File: src/rtl/cp0_exc_ctrl_pkg.sv
// Shared types and constants for the CP0 exception sequencer.
// Cause.ExcCode values, FSM state encoding, priority encoder.
package cp0_exc_ctrl_pkg;

  localparam logic ENABLE  = 1'b1;
  localparam logic DISABLE = 1'b0;

  localparam logic [4:0] EXC_INT  = 5'd0;
  localparam logic [4:0] EXC_ADEL = 5'd4;
  localparam logic [4:0] EXC_ADES = 5'd5;
  localparam logic [4:0] EXC_SYS  = 5'd8;
  localparam logic [4:0] EXC_OV   = 5'd12;

  typedef enum logic [2:0] {
    S_IDLE,
    S_FLUSH,
    S_COMMIT,
    S_REDIRECT,
    S_ERET
  } state_t;

  // Highest-priority pending cause; callers gate with "any request".
  function automatic logic [4:0] exc_sel(
    input logic int_ok,
    input logic adel,
    input logic ades,
    input logic sys,
    input logic ov
  );
    logic [4:0] c;
    c = EXC_OV;
    if (int_ok)    c = EXC_INT;
    else if (adel) c = EXC_ADEL;
    else if (ades) c = EXC_ADES;
    else if (sys)  c = EXC_SYS;
    else if (ov)   c = EXC_OV;
    return c;
  endfunction

  function automatic logic is_addr_code(input logic [4:0] c);
    return (c == EXC_ADEL) || (c == EXC_ADES);
  endfunction

endpackage

File: src/rtl/cp0_read_arb.sv
// Round-robin 2-way arbiter for the shared CP0 read port.
// Registered grants; blk suppresses any grant for the next cycle.
module cp0_read_arb
  import cp0_exc_ctrl_pkg::*;
(
  input  logic clk,
  input  logic rst,
  input  logic req_p,
  input  logic req_h,
  input  logic blk,
  output logic gnt_p,
  output logic gnt_h
);

  logic last_h;
  logic win_p;
  logic win_h;

  assign win_p = req_p & ~blk & (~req_h | last_h);
  assign win_h = req_h & ~blk & (~req_p | ~last_h);

  always_ff @(posedge clk or negedge rst) begin
    if (!rst) begin
      gnt_p  <= DISABLE;
      gnt_h  <= DISABLE;
      last_h <= ENABLE;
    end else begin
      gnt_p <= win_p;
      gnt_h <= win_h;
      if (win_p | win_h)
        last_h <= win_h;
    end
  end

endmodule

File: src/rtl/cp0_exc_ctrl.sv
// CP0 exception sequencer: IDLE->FLUSH->COMMIT->REDIRECT, or ERET.
// Define CP0_EXC_COUNT_EN to add the saturating exc_count output.
module cp0_exc_ctrl
  import cp0_exc_ctrl_pkg::*;
#(
  parameter logic [31:0] EXC_VECTOR   = 32'h0000_0380,
  parameter int          FLUSH_CYCLES = 2
) (
  input  logic        clk,
  input  logic        rst,
  input  logic        exc_int,
  input  logic        exc_adel,
  input  logic        exc_ades,
  input  logic        exc_sys,
  input  logic        exc_ov,
  input  logic        eret,
  input  logic        status_ie,
  input  logic        status_exl,
  input  logic [31:0] pc_in,
  input  logic [31:0] bad_addr_in,
  input  logic [31:0] epc_val,
  input  logic        rd_req_p,
  input  logic        rd_req_h,
  output logic        stall,
  output logic        flush,
  output logic        we_epc,
  output logic        we_cause,
  output logic        set_exl,
  output logic        clr_exl,
  output logic        addr_err,
  output logic [4:0]  exc_code,
  output logic [31:0] epc_out,
  output logic [31:0] badvaddr_out,
  output logic        redirect,
  output logic [31:0] redirect_pc,
  output logic        r_p,
  output logic        r_h
`ifdef CP0_EXC_COUNT_EN
  ,
  output logic [15:0] exc_count
`endif
);

  localparam logic [3:0] CNT_LAST = 4'(FLUSH_CYCLES - 1);

  state_t     state;
  logic [3:0] cnt;
  logic       exl_q;
  logic       int_ok;
  logic       any_exc;
  logic       to_commit;
  logic       blk_nxt;

  assign int_ok  = exc_int & status_ie & ~status_exl;
  assign any_exc = int_ok | exc_adel | exc_ades
                 | exc_sys | exc_ov;

  assign to_commit = (state == S_FLUSH) && (cnt == 4'd0);

  // Grants are registered, so block one cycle ahead of the write.
  assign blk_nxt = to_commit
                 | ((state == S_IDLE) & ~any_exc & eret);

  always_ff @(posedge clk or negedge rst) begin
    if (!rst) begin
      state        <= S_IDLE;
      cnt          <= 4'd0;
      exl_q        <= DISABLE;
      stall        <= DISABLE;
      flush        <= DISABLE;
      we_epc       <= DISABLE;
      we_cause     <= DISABLE;
      set_exl      <= DISABLE;
      clr_exl      <= DISABLE;
      addr_err     <= DISABLE;
      redirect     <= DISABLE;
      exc_code     <= 5'd0;
      epc_out      <= 32'h0;
      badvaddr_out <= 32'h0;
      redirect_pc  <= 32'h0;
    end else begin
      we_epc      <= DISABLE;
      we_cause    <= DISABLE;
      set_exl     <= DISABLE;
      clr_exl     <= DISABLE;
      addr_err    <= DISABLE;
      redirect    <= DISABLE;
      redirect_pc <= 32'h0;
      unique case (state)
        S_IDLE: begin
          if (any_exc) begin
            state        <= S_FLUSH;
            cnt          <= CNT_LAST;
            exc_code     <= exc_sel(int_ok, exc_adel,
                                    exc_ades, exc_sys,
                                    exc_ov);
            epc_out      <= pc_in;
            badvaddr_out <= bad_addr_in;
            exl_q        <= status_exl;
            stall        <= ENABLE;
            flush        <= ENABLE;
          end else if (eret) begin
            state       <= S_ERET;
            clr_exl     <= ENABLE;
            redirect    <= ENABLE;
            redirect_pc <= epc_val;
            stall       <= ENABLE;
            flush       <= ENABLE;
          end else begin
            stall <= DISABLE;
            flush <= DISABLE;
          end
        end
        S_FLUSH: begin
          if (cnt == 4'd0) begin
            state    <= S_COMMIT;
            stall    <= ENABLE;
            flush    <= DISABLE;
            we_cause <= ENABLE;
            set_exl  <= ENABLE;
            we_epc   <= ~exl_q;
            addr_err <= is_addr_code(exc_code);
          end else begin
            cnt <= cnt - 4'd1;
          end
        end
        S_COMMIT: begin
          state       <= S_REDIRECT;
          stall       <= ENABLE;
          flush       <= DISABLE;
          redirect    <= ENABLE;
          redirect_pc <= EXC_VECTOR;
        end
        S_REDIRECT, S_ERET: begin
          state <= S_IDLE;
          stall <= DISABLE;
          flush <= DISABLE;
        end
        default: begin
          state <= S_IDLE;
          stall <= DISABLE;
          flush <= DISABLE;
        end
      endcase
    end
  end

`ifdef CP0_EXC_COUNT_EN
  always_ff @(posedge clk or negedge rst) begin
    if (!rst)
      exc_count <= 16'h0;
    else if (to_commit && exc_count != 16'hFFFF)
      exc_count <= exc_count + 16'd1;
  end
`endif

  cp0_read_arb u_arb (
    .clk   (clk),
    .rst   (rst),
    .req_p (rd_req_p),
    .req_h (rd_req_h),
    .blk   (blk_nxt),
    .gnt_p (r_p),
    .gnt_h (r_h)
  );

endmodule

File: config.mk
export PLATFORM = sky130hd
export DESIGN_NAME = cp0_exc_ctrl
export DESIGN_NICKNAME = d
export VERILOG_FILES = /design/src/rtl/cp0_exc_ctrl_pkg.sv /design/src/rtl/cp0_read_arb.sv /design/src/rtl/cp0_exc_ctrl.sv
export SDC_FILE = /design/constraint.sdc
export NUM_CORES = 1
export LEC_CHECK = 0
export CAP_MARGIN = 15
export CORE_MARGIN = 3
export CORE_UTILIZATION = 41
export DETAILED_ROUTE_END_ITERATION = 6
export PLACE_DENSITY = 0.8
export SLEW_MARGIN = 25
export SYNTH_ARGS = -nofsm -noshare
export SYNTH_HDL_FRONTEND = slang
export SYNTH_SLANG_ARGS = --single-unit
File: constraint.sdc
create_clock -name clk -period 2.4 [get_ports clk]
set_clock_uncertainty 0.15 [all_clocks]
set_input_delay 0.48 -clock clk [delete_from_list [all_inputs] [get_ports clk]]
set_output_delay 0.48 -clock clk [all_outputs]
set_load 0.005 [all_outputs]
==> metrics.cfg <==
[final_layout]
fillers = 780
final_core_util_pct = 69.2
num-nets-final = 637
diodes = 0
drive_gt1_share_pct = 22.7
fin_cells = 681
syn2layout_area_growth_pct = 62.6

[clock_network]
clkTransAtPathRegs_ns = 0.06
max-clock-path-buffers = 2
clock-root-buffer = clkbuf_16
postCtsSetupBuffers = 0
cts.sinks = 117
clock_latency_ns = 0.40
cts_buffers = 17
h-tree-depth = 4
cts_resized = 0
tritoncts = yes
cts_hold_buf = 0

[drt]
vias = 3175
antenna_left = 0
wl_per_cell_um = 17.1
drc = 0
vias_per_cell = 4.66
drt-initial-drc-count = 159
first_pass_iters = 4
drt-total-wl_um = 11700

[floorplanning]
std_cell_rows = 38
core_mm2 = 0.0110
die-area_mm2 = 0.0127
die_h_um = 113
ios = 219
die_x_um = 113
start_util_pct = 42.5

[logic_synthesis]
synth_warnings = 0
synth_area_leader_cell = dfrtp_1
synth_edf_count = 0
syn_inst = 291
ys_ff_latch = 117
synth_commonest_cells = 116 x dfrtp_1, 62 x mux2_4, 30 x and2_1
async_flop_share_pct = 100
syn-cell-area_mm2 = 0.00467
synth_cell_type_count = 39
avgSynthCellArea_um2 = 16.1
yosysTopAreaCellShare_pct = 62.1
synth_most_common_cell = dfrtp_1
synth_area_leaders = dfrtp_1 62%, mux2_4 20%, and2_1 4.0%, buf_12 2.6%, mux2_2 0.72%
ys.flop_type = dfrtp_1
ys_seq_area_share_pct = 62.7

[placed_design]
portBuffers = 216
dp_hpwl_um = 8590
dpl_worst_slack_ns = -0.0277
gp_congestion = 0.807
dp.cells = 649

[worst_setup_path]
cp_max_fo = 17
critPathMaxStageDelay_ns = 0.46
crit_type = reg -> reg
cp_common_cell = buf_12
slowest_stage = dfrtp_1
critPathLaunchType = register
r2r-start = state[0]$_DFFE_PN0P_
crit_arrival_ns = 2.19
path_cells = nor3_4 > a21boi_4 > buf_12 > buf_12 > mux2_4
reg2regPathDepth = 5
r2r-end = epc_out[10]$_DFFE_PN0P_
r2r_slack_ns = 0.34
startpoint = state[0]$_DFFE_PN0P_
crit_required_ns = 2.53
end_kind = register

[power]
p_per_area_mw_per_mm2 = 1250
p_int_mw = 6.87
switchingPower_mw = 2.63
power.leakage_nw = 3.44
power.share.switching_pct = 27.7
seq_power_share_pct = 33.0
p_comb_share_pct = 41.8
vdd_drop_max_mv = 0.814
pwr-share-clk_pct = 25.3

[run]
drv_cap = 0

[sta]
fin_setup_tns_ns = 0
setup_slack_ns = 0.341
slew_headroom_pct = 58.3
setup-violations-final = 0
max_freq_mhz = 486
drv_slew = 0
tightestPinTransition_ns = 0.626
rsz0062_at_grt = false
hold_viol = 0
post-route-min-period_ns = 2.06
period_share_pct = 85.8
whs_ns = 0.000228

[grt]
grt_max_degree = 118
grt_first_pass_wirelength_um = 18800
first_global_vias = 3555
grt.overflow.total = 0
grtUsageTotal_pct = 18.9
antenna_found_initial = 0

[min_path]
hold_class = in -> async

[run_status]
outcome = finished, final reports clean

-- kinds of logic after synthesis --
| family | share of synthesized area, % |
|---|---|
| fa+ha+maj | 0.268 |
| mux | 20.6 |
| buf+inv | 4.58 |
| compound gates | 2.46 |
| flops | 62.7 |
| simple gates | 8.89 |
| xor+xnor | 0.375 |
| other cells | 0.0803 |
-- cell type report --
class	count	area (um^2)	area share [%]
well taps	140	175	2.31
inverters	7	26.3	0.346
clock buffers	17	425	5.60
clock inverters	15	145	1.91
repair buffers	232	2350	31.0
flip-flops and latches	117	2930	38.6
multi-input cells	153	1540	20.3
-- layer usage --
| layer | track usage (%) | wire, um |
|---|---|---|
| met5 | 0 | 0 |
| met2 | 31.8 | 6050 |
| met4 | 6.25 | 197 |
| met3 | 6.20 | 849 |
| met1 | 22.9 | 4570 |
-- state kept, by name (all words and copies together), names as in the netlist --
| register | cells |
|---|---|
| flush | 1 |
| cnt | 4 |
| set_exl | 1 |
| stall | 1 |
| exl_q | 1 |
| exc_code | 3 |
| badvaddr_out | 32 |
| epc_out | 32 |
| state | 3 |
| u_arb.gnt_p | 1 |
| we_epc | 1 |
| clr_exl | 1 |
| redirect | 1 |
| u_arb.last_h | 1 |
| u_arb.gnt_h | 1 |
| addr_err | 1 |
| redirect_pc | 32 |
-- power groups by stage --
| stage | Clock (mW) | Combinational (mW) | Sequential [mW] |
|---|---|---|---|
| final | 2.40 | 3.97 | 3.13 |
| after floorplan | 0 | 2.15 | 3.15 |
| after global placement | 0 | 3.92 | 3.11 |
| after global routing | 2.55 | 4.23 | 3.23 |
| after detailed placement | 0 | 4.00 | 3.15 |
| after CTS | 2.46 | 4.03 | 3.14 |
-- placed cells by master, fill, tap and decap left out, types with 4 or more instances in the layout --
| cell type | synthesis | final |
|---|---|---|
| and2_1 | 30 | 30 |
| buf_12 | 6 | 6 |
| buf_4 | 4 | 11 |
| clkbuf_16 | 0 | 17 |
| clkdlybuf4s50_1 | 0 | 215 |
| clkinv_4 | 0 | 4 |
| dfrtp_1 | 116 | 116 |
| inv_1 | 6 | 6 |
| inv_6 | 0 | 5 |
| mux2_4 | 62 | 62 |
| nand2_1 | 6 | 6 |
| nand3_1 | 4 | 4 |
| nor2_1 | 6 | 6 |
| nor3_1 | 5 | 5 |
-- worst max-delay path, delay by kind of cell (launching register included) --
kind	cells	cell delay (ns)
and+or+nand+nor	1	0.34
buffers and inverters	2	0.37
AOI/OAI and AO/OA	1	0.27
muxes	1	0.31
DFF	1	0.46
-- worst max path at each step --
stage / end / cells after the start
detailed placement: redirect_pc[19]$_DFF_PN0_ / 7
global placement: u_arb.gnt_h$_DFF_PN0_ / 7
finish: epc_out[10]$_DFFE_PN0P_ / 5
floorplan: badvaddr_out[0]$_DFFE_PN0P_ / 5
CTS: badvaddr_out[29]$_DFFE_PN0P_ / 5
global route: epc_out[10]$_DFFE_PN0P_ / 5
-- through the flow --
step,instance area (um^2),power [mW]
2_1_floorplan,4680,5.30
3_3_place_gp,7030,7.03
3_5_place_dp,7030,7.15
4_1_cts,7600,9.62
5_1_grt,7600,10.0
6_report,7600,9.49
Power figures use the tool's default switching activity.
